File: src/rtl/minv_mdiv_seq.sv
// Host-side sequencer for the 256-bit modular inverse/division engine: loads P/A/B, starts, unloads result.
// Optional WAIT-state timeout is compiled in when MINV_SEQ_TIMEOUT_EN is defined.
module minv_mdiv_seq #(
    parameter int WORDS          = 16,
    parameter int CNT_W          = 5,
    parameter int TIMEOUT_CYCLES = 4096
) (
    input  logic        clk,
    input  logic        rst,
    input  logic        cmd_valid,
    input  logic        cmd_mode,
    output logic        cmd_ready,
    input  logic [15:0] din,
    input  logic        din_valid,
    output logic        din_ready,
    output logic [15:0] dout,
    output logic        dout_valid,
    input  logic        dout_ready,
    output logic        busy,
    output logic        err,
    output logic [15:0] eng_datain,
    output logic        eng_loada,
    output logic        eng_loadb,
    output logic        eng_loadp,
    output logic        eng_outx1,
    output logic        eng_outx2,
    output logic        eng_mode,
    output logic        eng_en,
    input  logic        eng_rdy,
    input  logic        eng_flag,
    input  logic [15:0] eng_x1out,
    input  logic [15:0] eng_x2out
);
    typedef enum logic [2:0] {
        S_IDLE, S_LOADP, S_LOADA, S_LOADB, S_START, S_GUARD, S_WAIT, S_UNLOAD
    } state_t;

    state_t           state;
    logic [CNT_W-1:0] cnt;
    logic             mode_q;
    logic             sel_q;
    logic             load_st;
    logic             last_word;

    assign load_st   = (state == S_LOADP) || (state == S_LOADA) || (state == S_LOADB);
    assign last_word = (cnt == CNT_W'(WORDS - 1));

    // Load/unload strobes are combinational so each word moves in the cycle its handshake completes.
    assign cmd_ready  = (state == S_IDLE);
    assign busy       = (state != S_IDLE);
    assign din_ready  = load_st;
    assign eng_datain = load_st ? din : 16'h0;
    assign eng_loadp  = (state == S_LOADP) && din_valid;
    assign eng_loada  = (state == S_LOADA) && din_valid;
    assign eng_loadb  = (state == S_LOADB) && din_valid;
    assign eng_en     = (state == S_START);
    assign eng_mode   = busy && mode_q;
    assign dout_valid = (state == S_UNLOAD);
    assign dout       = (state == S_UNLOAD) ? (sel_q ? eng_x2out : eng_x1out) : 16'h0;
    assign eng_outx1  = (state == S_UNLOAD) && dout_ready && !sel_q;
    assign eng_outx2  = (state == S_UNLOAD) && dout_ready && sel_q;

`ifdef MINV_SEQ_TIMEOUT_EN
    localparam int TMR_W = $clog2(TIMEOUT_CYCLES + 1);
    logic [TMR_W-1:0] tmr;
    logic             err_q;
    assign err = err_q;
`else
    // Timer absent in this build; keep the parameter referenced for lint.
    localparam int unused_timeout = TIMEOUT_CYCLES;
    assign err = 1'b0;
`endif

    always_ff @(posedge clk or negedge rst) begin
        if (!rst) begin
            state  <= S_IDLE;
            cnt    <= '0;
            mode_q <= 1'b0;
            sel_q  <= 1'b0;
`ifdef MINV_SEQ_TIMEOUT_EN
            tmr    <= '0;
            err_q  <= 1'b0;
`endif
        end else begin
            case (state)
                S_IDLE: begin
                    if (cmd_valid) begin
                        mode_q <= cmd_mode;
                        cnt    <= '0;
                        state  <= S_LOADP;
`ifdef MINV_SEQ_TIMEOUT_EN
                        err_q  <= 1'b0;
`endif
                    end
                end
                S_LOADP, S_LOADA, S_LOADB: begin
                    if (din_valid) begin
                        if (last_word) begin
                            cnt <= '0;
                            if (state == S_LOADP)
                                state <= S_LOADA;
                            else if (state == S_LOADA && !mode_q)
                                state <= S_LOADB;
                            else
                                state <= S_START;
                        end else begin
                            cnt <= cnt + CNT_W'(1);
                        end
                    end
                end
                S_START: state <= S_GUARD;
                // One dead cycle so a ready left over from the previous operation is never sampled.
                S_GUARD: begin
                    state <= S_WAIT;
`ifdef MINV_SEQ_TIMEOUT_EN
                    tmr   <= '0;
`endif
                end
                S_WAIT: begin
                    if (eng_rdy) begin
                        sel_q <= eng_flag;
                        cnt   <= '0;
                        state <= S_UNLOAD;
                    end
`ifdef MINV_SEQ_TIMEOUT_EN
                    else if (tmr == TMR_W'(TIMEOUT_CYCLES - 1)) begin
                        err_q <= 1'b1;
                        state <= S_IDLE;
                    end else begin
                        tmr <= tmr + TMR_W'(1);
                    end
`endif
                end
                S_UNLOAD: begin
                    if (dout_ready) begin
                        if (last_word)
                            state <= S_IDLE;
                        else
                            cnt <= cnt + CNT_W'(1);
                    end
                end
                default: state <= S_IDLE;
            endcase
        end
    end
endmodule

File: config.mk
export PLATFORM = sky130hd
export DESIGN_NAME = minv_mdiv_seq
export DESIGN_NICKNAME = d
export VERILOG_FILES = /design/src/rtl/minv_mdiv_seq.sv
export SDC_FILE = /design/constraint.sdc
export NUM_CORES = 1
export LEC_CHECK = 0
export ABC_AREA = 1
export ABC_CLOCK_PERIOD_IN_PS = 4400
export CAP_MARGIN = 25
export CORE_ASPECT_RATIO = 0.5
export CORE_MARGIN = 5
export CORE_UTILIZATION = 25
export CTS_CLUSTER_DIAMETER = 200
export DETAILED_ROUTE_END_ITERATION = 7
export PLACE_DENSITY = 0.66
export SLEW_MARGIN = 10
export SYNTH_ARGS = -nofsm -noshare
export SYNTH_HDL_FRONTEND = slang
export SYNTH_SLANG_ARGS = --single-unit
File: constraint.sdc
create_clock -name clk -period 4.4 [get_ports clk]
set_clock_uncertainty 0.15 [all_clocks]
set_input_delay 0.44 -clock clk [delete_from_list [all_inputs] [get_ports clk]]
set_output_delay 0.44 -clock clk [all_outputs]
set_load 0.02 [all_outputs]
# == Word-level counts from Yosys, hierarchy flattened ==
# Index checks and enable logic that the tools add are counted.
# word_totals
reg_bits,10
input_bits,56
word_cells,59
# op_classes
n_addsub,1
eq_ne,15
n_mux,19
reduce_logical,20
# op_table
op,count
$mux 16,3
$mux 5,6
$mux 3,8
$pmux 5 s4,1
$pmux 3 s6,1
$eq 3x3->1 const B,4
$reduce_and 6->1,2
$ne 2x2->1 const B,5
$logic_and 1x1->1,8
$eq 3x2->1 const B,2
$add 5x1->5 const B,1
$eq 5x4->1 const B,1
$ne 2x1->1 const B,2
$reduce_and 2->1,2
$reduce_bool 4->1,1
$eq 3x1->1 const B,1
$logic_not 3->1,1
$reduce_bool 3->1,1
$reduce_or 3->1,1
$logic_not 1->1,2
$logic_or 1x1->1,2

# == Depth between registers and ports, before layout ==
# Gate-level depths: netlist of the first run.
# logic_depth
depth_word,7
mapped_depth,11
mapped_depth_nobuf,11

# == Worst setup path after synthesis of the first run ==
# OpenSTA, ideal clock, no wires.
# synth_timing
path_kind,register -> output
startpoint,register state[0]
endpoint,output eng_datain[10]
arrival_time_ns,1.248
required_ns,3.810
path_slack_ns,2.562
stages_incl_launch_ff,7
cell_sequence,dfrtp_1 -> buf_6 -> nor2_4 -> nor2_4 -> inv_2 -> buf_6 -> nor2_1
# synth_between
elab_chain_cells,4
word_cells_on_any_way,6
classes_between,eq/ne: 3; mux: 1; reduce/logical: 2
# synth_rtl
element,line_no,rtl
"start, declared",38,state_t state;
"start signal, assigned",76,state <= S_IDLE;
"start signal, assigned",90,state <= S_LOADP;
"start signal, assigned",101,state <= S_LOADA;
$eq 3x1->1 or $eq 3x2->1 (tied branches),45,assign load_st = (state == S_LOADP) || (state == S_LOADA) || (state == S_LOADB);
$logic_or 1x1->1,45,
$logic_or 1x1->1 (*),45,
named net din_ready,15,"output logic din_ready,"
$mux 16 (*),52,assign eng_datain = load_st ? din : 16'h0;
"end, declared",21,"output logic [15:0] eng_datain,"
# The timed path passes the listed nets; every way through them passes the cells marked *.

# == Worst setup path after layout of the first run ==
# layout_timing
startpoint,register state[2]
endpoint,output eng_outx2
# layout_between
elab_chain_cells,3
# layout_rtl
element,line_no,rtl
$eq 3x3->1,61,assign eng_outx2 = (state == S_UNLOAD) && dout_ready && sel_q;
$logic_and 1x1->1 (2 in series),61,
"end, declared",26,"output logic eng_outx2,"
# Every way passes these cells.

==> results of run 1 <==
## routing by layer
| layer | GRT usage (%) | part of all wire [%] | up-vias |
|---|---|---|---|
| li1 | - | - | 828 |
| met1 | 15.1 | 44 | 747 |
| met4 | 4.11 | 0.61 | 0 |
| met5 | 0 | 0 | - |
| met2 | 23.7 | 49 | 59 |
| met3 | 1.67 | 6.3 | 3 |
## power by group
| group | internal [mW] | switching (mW) |
|---|---|---|
| Combinational | 0.370 | 0.511 |
| Clock | 0.0790 | 0.0403 |
| Sequential | 0.122 | 0.0951 |
| Total | 0.571 | 0.647 |
## flip-flops by register name, summed over array words and instances (netlist names)
| register | count |
|---|---|
| cnt | 5 |
| state | 3 |
| mode_q | 1 |
| sel_q | 1 |
## worst register-to-register path, delay by kind of cell (launching register included)
| kind | cells | cell delay, ns |
|---|---|---|
| DFF | 1 | 0.42 |
| buffers and inverters | 1 | 0.17 |
| adders and majority gates | 2 | 0.45 |
| and+or+nand+nor | 8 | 0.78 |
## how the worst min path moves through the flow
stage / start / to / slack, ns / depth (start not counted)
2_1_floorplan: rst / cnt[0]$_DFFE_PN0P_ / -0.006 / 0
3_3_place_gp: cnt[4]$_DFFE_PN0P_ / cnt[4]$_DFFE_PN0P_ / 0.34 / 2
3_5_place_dp: cnt[4]$_DFFE_PN0P_ / cnt[4]$_DFFE_PN0P_ / 0.35 / 2
4_1_cts: cnt[4]$_DFFE_PN0P_ / cnt[4]$_DFFE_PN0P_ / 0.36 / 2
5_1_grt: cnt[3]$_DFFE_PN0P_ / cnt[3]$_DFFE_PN0P_ / 0.39 / 2
6_report: cnt[4]$_DFFE_PN0P_ / cnt[4]$_DFFE_PN0P_ / 0.36 / 2
## cells in the final DEF, fill, tap and decap left out
cell             netlist  final
inv_6                  3      3
nand4_1                1      1
inv_1                 27     27
a21oi_1               20     20
nor2_4                 7      7
nand3_1                8      8
nand3_2                4      4
a21oi_2                1      1
clkdlybuf4s50_1        0     98
clkbuf_8               0      4
nor2_1                26     26
nand2_1               68     68
ha_1                   3      3
inv_4                  1      1
inv_2                  2      2
nand2_8                1      1
xor2_1                 1      1
a21boi_0               1      1
nand3_4                4      4
o21ai_1                1      1
nor3_1                 2      2
o21ai_0                1      1
dfrtp_1               10     10
o22ai_1                1      1
nand2_2                5      5
nor2_2                 1      1
nand2_4                1      1
conb_1                 1      1
## cell type report
type / count / area (sq um)
tap: 70 / 87.6
timing repair buffer: 98 / 981
sequential: 10 / 250
multi-input combinational: 158 / 850
inverter: 33 / 141
fill: 491 / 2660
clock buffer: 4 / 55.1
## cell families after synthesis
kind of cell    count (synthesis)
compound gates                 25
xor+xnor                        1
fa+ha+maj                       3
buf+inv                        43
flops                          10
other cells                     1
simple gates                  128
==> results_dict.tcl, run 1 <==
set metrics [dict create \
    outcome "completed" \
    synthAdderAreaFrac_pct 2.84 \
    power.density_nw_per_um2 515 \
    critPathRequiredTime_ns 3.81 \
    syn_to_final_growth_pct 79.0 \
    clock-root-buffer "clkbuf_8" \
    hold_buffers 0 \
    initial_core_util_pct 26.3 \
    drtPass1Iterations 4 \
    synth_area_sq_um 1320 \
    die_x_um 113 \
    ant_nets 0 \
    worst_pin_slew_ns 0.580 \
    synth_cell_types 29 \
    cts_setup_buffers 0 \
    crit_chain "nand3_4, nor3_1, clkdlybuf4s50_1" \
    cts_tree "built" \
    utilization_pct 47.1 \
    period_needed_ns 2.79 \
    first_global_vias 1520 \
    cts_buffer_depth 2 \
    seq_area_frac_synth_pct 18.9 \
    crit_path_end_kind "primary output" \
    finalNonFillerCells 373 \
    slew_headroom_pct 61.3 \
    clock_latency_ns 0.25 \
    yosys-top-cells-count "nand2_1 (68), inv_1 (27), nor2_1 (26), a21oi_1 (20), dfrtp_1 (10)" \
    post_drt_wl_per_cell_um 12.3 \
    synth.area.top_cells "nand2_1 (19%), dfrtp_1 (19%), inv_1 (7.7%)" \
    worstSetupStartpointType "flip-flop" \
    die_area_sq_um 6930 \
    r2r_end "cnt[0]$_DFFE_PN0P_" \
    core_area_sq_um 5020 \
    yosysWarnings 0 \
    drt-initial-drc-count 93 \
    rsz0062_at_grt "no" \
    cts_sinks 10 \
    die_h_um 61.4 \
    timing.final.ws_setup_ns 1.61 \
    antenna_found_initial 0 \
    gr-total-overflow 0 \
    setup_violations 0 \
    power.static_leakage_nw 1.06 \
    grt_start_max_net_pins 24 \
    cts-buffers-inserted 3 \
    place_area_sq_um 2310 \
    cp_top_family "flip-flops" \
    n_antenna_cell 0 \
    vias 1637 \
    drc 0 \
    vdd_drop_max_uv 206 \
    finalHoldViolCount 0 \
    h-tree-depth 1 \
    whs_ns 0.360 \
    hpwlAfterDp_mm 3.81 \
    synth_compound_area_share_pct 10.0 \
    drive_gt1_share_pct 11.2 \
    synthMuxAreaShare_pct 0 \
    pin_count 100 \
    reg2regPathDepth 11 \
    finalCritPeriodShare_pct 63.5 \
    yosys.area.top_type "nand2_1" \
    critPathLaunch "state[2]$_DFFE_PN0P_" \
    ys_ff_latch 10 \
    critPathKind "reg -> out" \
    drv_cap 0 \
    fin_area_sq_um 2360 \
    critPathArrivalTime_ns 2.20 \
    r2r_slack_ns 2.39 \
    r2r_start "cnt[0]$_DFFE_PN0P_" \
    clk_pin_slew_worst_paths_ns 0.05 \
    synth_most_common_cell "nand2_1" \
    yosysTopAreaCellShare_pct 19.3 \
    rows 18 \
    worst-path-max-fanout 23 \
    place_congestion 0.881 \
    post_cts_resize_count 0 \
    fmax_mhz 358 \
    nets 363 \
    path_depth 3 \
    syn_area_per_cell_sq_um 6.26 \
    max_stage_delay_ns 0.71 \
    cp.buffers_inverters 1 \
    vias_per_cell 4.39 \
    synth_top_family_by_area "simple AND/OR/NAND/NOR gates" \
    async_reset_ff_share_pct 100 \
    final.setup.tns_ns 0 \
    worst_path_max_delay_cell "dfrtp_1" \
    report.final.slew_viol_count 0 \
    yosys.area_share.xor_xnor_pct 0.663 \
    wl_mm 4.57 \
    synthCells 211 \
    grt.total_usage_pct 12.5 \
    dp.cells 369 \
    crit_end "eng_outx2" \
    grt_first_pass_wirelength_mm 7.02 \
    place_ws_ns 1.87 \
    hp-class "reg -> reg" \
    power.total_mw 1.22 \
    synth_flop_cell "dfrtp_1" \
    synth_nets 270 \
    io_buffers 98 \
    yosys.area_share.simple_pct 50.5 \
    synth_edf_count 0 \
]
No activity file was read; power rests on OpenSTA's default activity.
==> run 2, diff against run 1 <==
ABC_CLOCK_PERIOD_IN_PS = 2400   (was 4400)
PLACE_DENSITY = 0.68   (was 0.66)
clock period = 2.4 ns   (was 4.4 ns; I/O delays follow)
==> run 2 against run 1 <==
Net effect:
- clock power increased by 45%
- wire length shrank 1.1%
- sequential share of layout area is essentially flat
- highest routed layer unchanged
- clock-buffer cell count shrank 1
- critical path depth did not move
- hold slack worse by 0.18 ns
- die area unchanged
- total power grew 83%
- final cell count up 0.80%
- worst setup slack worse by 1.5 ns
- combinational power increased by 96%
- largest power group unchanged
- register-to-register slack worse by 1.9 ns
==> results_dict.tcl, run 2 (synthesis gave the netlist of run 1 again) <==
set metrics [dict create \
    dp.cells 373 \
    top_regs "cnt x5, state x3" \
    p_sw_mw 1.17 \
    post_drt_wl_per_cell_um 12.0 \
    rsz0062_at_grt "no" \
    report.final.slew_viol_count 0 \
    nets 367 \
    cts_setup_buffers 0 \
    hpwlAfterDp_mm 3.90 \
    worst-path-max-fanout 23 \
    cts-buffers-inserted 3 \
    fmax_mhz 444 \
    die_h_um 61.4 \
    grt.total_usage_pct 12.2 \
    pin_count 100 \
    clock_latency_ns 0.24 \
    power_frac_comb_pct 77.8 \
    drv_cap 0 \
    critPathArrivalTime_ns 1.86 \
    layout_commonest_cell "clkdlybuf4s50_1" \
    die_x_um 113 \
    finalHoldViolCount 0 \
    drt-initial-drc-count 96 \
    clkPwrFrac_pct 7.8 \
    swShare_pct 52.5 \
    clk_pin_slew_worst_paths_ns 0.05 \
    cts_buffer_depth 2 \
    power.total_mw 2.22 \
    power.static_leakage_nw 1.07 \
    power.share.sequential_pct 14.4 \
    outcome "completed" \
    hp-class "in -> async" \
    io_buffers 98 \
    cts_sinks 10 \
    grt_start_max_net_pins 24 \
    syn_to_final_growth_pct 80.3 \
    critPathRequiredTime_ns 2.01 \
    worstSetupStartpointType "flip-flop" \
    utilization_pct 47.4 \
    rows 18 \
    crit_path_end_kind "primary output" \
    core_area_sq_um 5020 \
    vias_per_cell 4.27 \
    gr-total-overflow 0 \
    antenna_found_initial 0 \
    period_needed_ns 2.25 \
    mostFrequentLayoutCells "clkdlybuf4s50_1 (98), nand2_1 (68), inv_1 (27), nor2_1 (26), a21oi_1 (20)" \
    critPathKind "reg -> out" \
    power.density_nw_per_um2 933 \
    fill_cells 503 \
    hold_buffers 0 \
    die_area_sq_um 6930 \
    wl_mm 4.52 \
    place_congestion 0.819 \
    final.setup.tns_ns 0 \
    p_int_mw 1.06 \
    largest_reg_flops 5 \
    drtPass1Iterations 4 \
    regMostFlops "cnt" \
    setup_violations 0 \
    ant_nets 0 \
    finalNonFillerCells 376 \
    n_antenna_cell 0 \
    first_global_vias 1451 \
    cts_tree "built" \
    initial_core_util_pct 26.3 \
    drive_gt1_share_pct 12.4 \
    vdd_drop_max_uv 417 \
    vias 1605 \
    whs_ns 0.176 \
    grt_first_pass_wirelength_mm 6.84 \
    finalCritPeriodShare_pct 93.9 \
    clock-root-buffer "clkbuf_8" \
    drc 0 \
    h-tree-depth 1 \
]
[run 2: cell types whose count changed in the layout (fill, tap and decap cells not counted), sizes merged]
cell and change:
clkbuf -1, buf +4
[run 2: stage by stage]
step / worst slack, ns / cell area (sq um)
final: 0.145 / 2380
after global routing: 0.0301 / 2380
after CTS: 0.131 / 2380
after detailed placement: 0.254 / 2340
after global placement: 0.294 / 2340
after floorplan: 0.647 / 1320
[run 2: area by class of cell]
cell class,instances,area [sq um],area share (%)
sequential,10,251,10.6
multi-input combinational,158,850,35.7
clock buffer,3,41.3,1.73
timing repair buffer,102,1010,42.4
inverter,33,141,5.93
tap,70,87.6,3.68
[run 2: critical path, stage by stage (launching register included)]
cell	delay, ns
dfrtp_2	0.49
nand3_4	0.27
nor3_1	0.22
clkdlybuf4s50_1	0.64
[run 2: path summary, 6_finish.rpt]
path                                       from                   end  slack [ns]  depth (start not counted)
max                        state[2]$_DFFE_PN0P_             eng_outx1        0.15                          3
max reg2reg                  cnt[0]$_DFFE_PN0P_    cnt[1]$_DFFE_PN0P_        0.47                         11
max in group asynchronous                   rst  state[2]$_DFFE_PN0P_        1.58                          1
min reg2reg                  cnt[3]$_DFFE_PN0P_    cnt[3]$_DFFE_PN0P_        0.35                          2
min                                         rst  state[0]$_DFFE_PN0P_        0.18                          1
min in group clk             cnt[3]$_DFFE_PN0P_    cnt[3]$_DFFE_PN0P_        0.35                          2
[run 2: power by group through the flow]
stage | registers [mW] | clock network, mW | logic, mW
CTS | 0.321 | 0.181 | 1.75
finish | 0.320 | 0.173 | 1.73
global placement | 0.316 | 0 | 1.73
floorplan | 0.257 | 0 | 1.24
detailed placement | 0.321 | 0 | 1.75
global route | 0.333 | 0.189 | 1.89
[run 2: timing repair]
| action | in CTS | in global routing |
|---|---|---|
| resized for setup | 1 | 0 |
| setup endpoints to repair | 4 | 0 |
| hold endpoints to repair | 0 | 0 |
[run 2: per-layer routing]
layer	up-vias	share of wire, %	GRT usage, %
li1	836	-	-
met3	7	6.5	2.55
met2	46	52	22.9
met1	716	40	14.3
met4	0	1.7	4.62
met5	-	0	0
==> run 3, diff against run 2 <==
ABC_AREA = not set   (was 1)
CAP_MARGIN = not set   (was 25)
PLACE_DENSITY = 0.73   (was 0.68)
TNS_END_PERCENT = 20   (was not set)
==> run 3 against run 2 <==
Net effect:
- total power down 16%
- clock power up 3%
- combinational power down 19%
- fmax down 0.78%
- synthesized area down 16%
- synthesized cell count down 33%
- global-route usage up 0.88 points
==> results_dict.tcl, run 3 <==
set metrics [dict create \
    n_antenna_cell 0 \
    whs_ns 0.171 \
    grt.total_usage_pct 13.1 \
    largest_reg_flops 5 \
    gr-total-overflow 0 \
    hold_buffers 0 \
    clk_pin_slew_worst_paths_ns 0.05 \
    setup_violations 0 \
    vdd_drop_max_uv 406 \
    worst_path_max_delay_cell "clkdlybuf4s50_1" \
    clock-root-buffer "clkbuf_8" \
    vias_per_cell 4.51 \
    antenna_found_initial 0 \
    report.final.slew_viol_count 0 \
    top_regs "cnt x5, state x3" \
    h-tree-depth 1 \
    cts-buffers-inserted 3 \
    synth_cell_types 36 \
    place_congestion 0.749 \
    yosys.area_share.xor_xnor_pct 0 \
    drtPass1Iterations 4 \
    worst-path-max-fanout 17 \
    synth_edf_count 0 \
    clock_latency_ns 0.24 \
    hp-class "in -> async" \
    dp.cells 294 \
    period_needed_ns 2.27 \
    utilization_pct 51.8 \
    syn_to_final_growth_pct 102 \
    finalNonFillerCells 297 \
    synthMuxAreaShare_pct 20.1 \
    place_ws_ns 0.186 \
    seq_area_frac_synth_pct 22.5 \
    synth_compound_area_share_pct 13.8 \
    drt-initial-drc-count 35 \
    syn_area_per_cell_sq_um 7.83 \
    power.static_leakage_nw 1.17 \
    yosysWarnings 0 \
    synth_nets 201 \
    initial_core_util_pct 25.6 \
    rows 17 \
    drive_gt1_share_pct 7.50 \
    regMostFlops "cnt" \
    timing.final.ws_setup_ns 0.128 \
    core_area_sq_um 4340 \
    place_area_sq_um 2160 \
    synthAdderAreaFrac_pct 3.37 \
    worstSetupStartpointType "flip-flop" \
    fin_area_sq_um 2250 \
    wl_mm 4.23 \
    synthCells 142 \
    rsz0062_at_grt "no" \
    finalCritPeriodShare_pct 94.7 \
    io_buffers 98 \
    yosys-top-cells-count "nor2_1 (23), mux2i_1 (19), and2_1 (16), dfrtp_1 (10), inv_1 (10)" \
    layout_commonest_cell "clkdlybuf4s50_1" \
    first_global_vias 1288 \
    critPathArrivalTime_ns 1.88 \
    outcome "completed" \
    ys_ff_latch 10 \
    finalHoldViolCount 0 \
    vias 1340 \
    crit_path_end_kind "primary output" \
    yosys.area.top_type "dfrtp_1" \
    power.total_mw 1.87 \
    drc 0 \
    hpwlAfterDp_mm 3.54 \
    post_drt_wl_per_cell_um 14.3 \
    ant_nets 0 \
    drv_cap 0 \
    final.setup.tns_ns 0 \
    die_x_um 104 \
    yosysTopAreaCellShare_pct 22.5 \
    die_h_um 57.2 \
    die_area_sq_um 5960 \
    critPathRequiredTime_ns 2.01 \
    synth_flop_cell "dfrtp_1" \
    power.density_nw_per_um2 830 \
    nets 301 \
    synth_most_common_cell "nor2_1" \
    synth_top_family_by_area "simple AND/OR/NAND/NOR gates" \
    fmax_mhz 440 \
    crit_chain "buf_4, nand3_1, inv_1, and3_1, clkdlybuf4s50_1" \
    yosys.area_share.simple_pct 31.0 \
    max_stage_delay_ns 0.62 \
    critPathKind "reg -> out" \
    grt_start_max_net_pins 20 \
    cts_tree "built" \
    mostFrequentLayoutCells "clkdlybuf4s50_1 (82), nor2_1 (22), mux2i_1 (19), and2_1 (16), dlymetal6s2s_1 (16)" \
    synth.area.top_cells "dfrtp_1 (22%), mux2i_1 (17%), and2_1 (9.0%)" \
    grt_first_pass_wirelength_mm 6.49 \
    cts_sinks 10 \
    synth_area_sq_um 1110 \
    async_reset_ff_share_pct 100 \
    cts_buffer_depth 2 \
    pin_count 100 \
]
## run 3: kinds of logic (layout without fill, tap and decap cells)
logic type	Yosys count	in the layout
compound gates	20	20
fa+ha+maj	3	3
buf+inv	21	119
flops	10	10
mux	22	22
other cells	1	1
simple gates	65	65
## run 3: layer usage
metal  wire length, um  global-route usage (%)  vias up  part of all wire [%]
li1                  -                       -      679                     -
met1              1780                    15.9      631                    42
met2              2300                    24.3       24                    54
met3                93                    1.58        6                   2.2
met4                61                    4.43        0                   1.4
met5                 0                       0        -                     0
## run 3: path summary, 6_finish.rpt
path / startpoint / end / slack (ns) / cells after the start
min reg2reg: cnt[3]$_DFFE_PN0P_ / cnt[3]$_DFFE_PN0P_ / 0.37 / 1
max: state[2]$_DFFE_PN0P_ / eng_outx2 / 0.13 / 5
max in group asynchronous: rst / state[2]$_DFFE_PN0P_ / 1.61 / 1
min in group clk: cnt[3]$_DFFE_PN0P_ / cnt[3]$_DFFE_PN0P_ / 0.37 / 1
min: rst / cnt[1]$_DFFE_PN0P_ / 0.17 / 1
max reg2reg: cnt[0]$_DFFE_PN0P_ / cnt[2]$_DFFE_PN0P_ / 0.30 / 7
## run 3: layout make-up
class | count | area (sq um)
sequential | 10 | 250
clock buffer | 3 | 41.3
timing repair buffer | 106 | 1080
tap | 57 | 71.3
inverter | 10 | 37.5
fill | 409 | 2090
multi-input combinational | 111 | 767
## run 3: critical path, delay by kind of cell, from the launching register on
family / cells / cell delay (ns)
flip-flops: 1 / 0.36
buffers and inverters: 3 / 0.95
AND/OR/NAND/NOR: 2 / 0.34
## run 3: power breakdown
part	leakage, nW	internal (mW)	switching, mW	total, mW
clock	0.0216	0.110	0.0679	0.178
sequential	0.122	0.242	0.0475	0.290
combinational	1.03	0.674	0.724	1.40
## run 3: repair_timing
item                       in CTS  in global routing
resized for setup               1                 16
buffers inserted                0                  0
setup endpoints to repair      16                 16
pin swaps                       0                  0
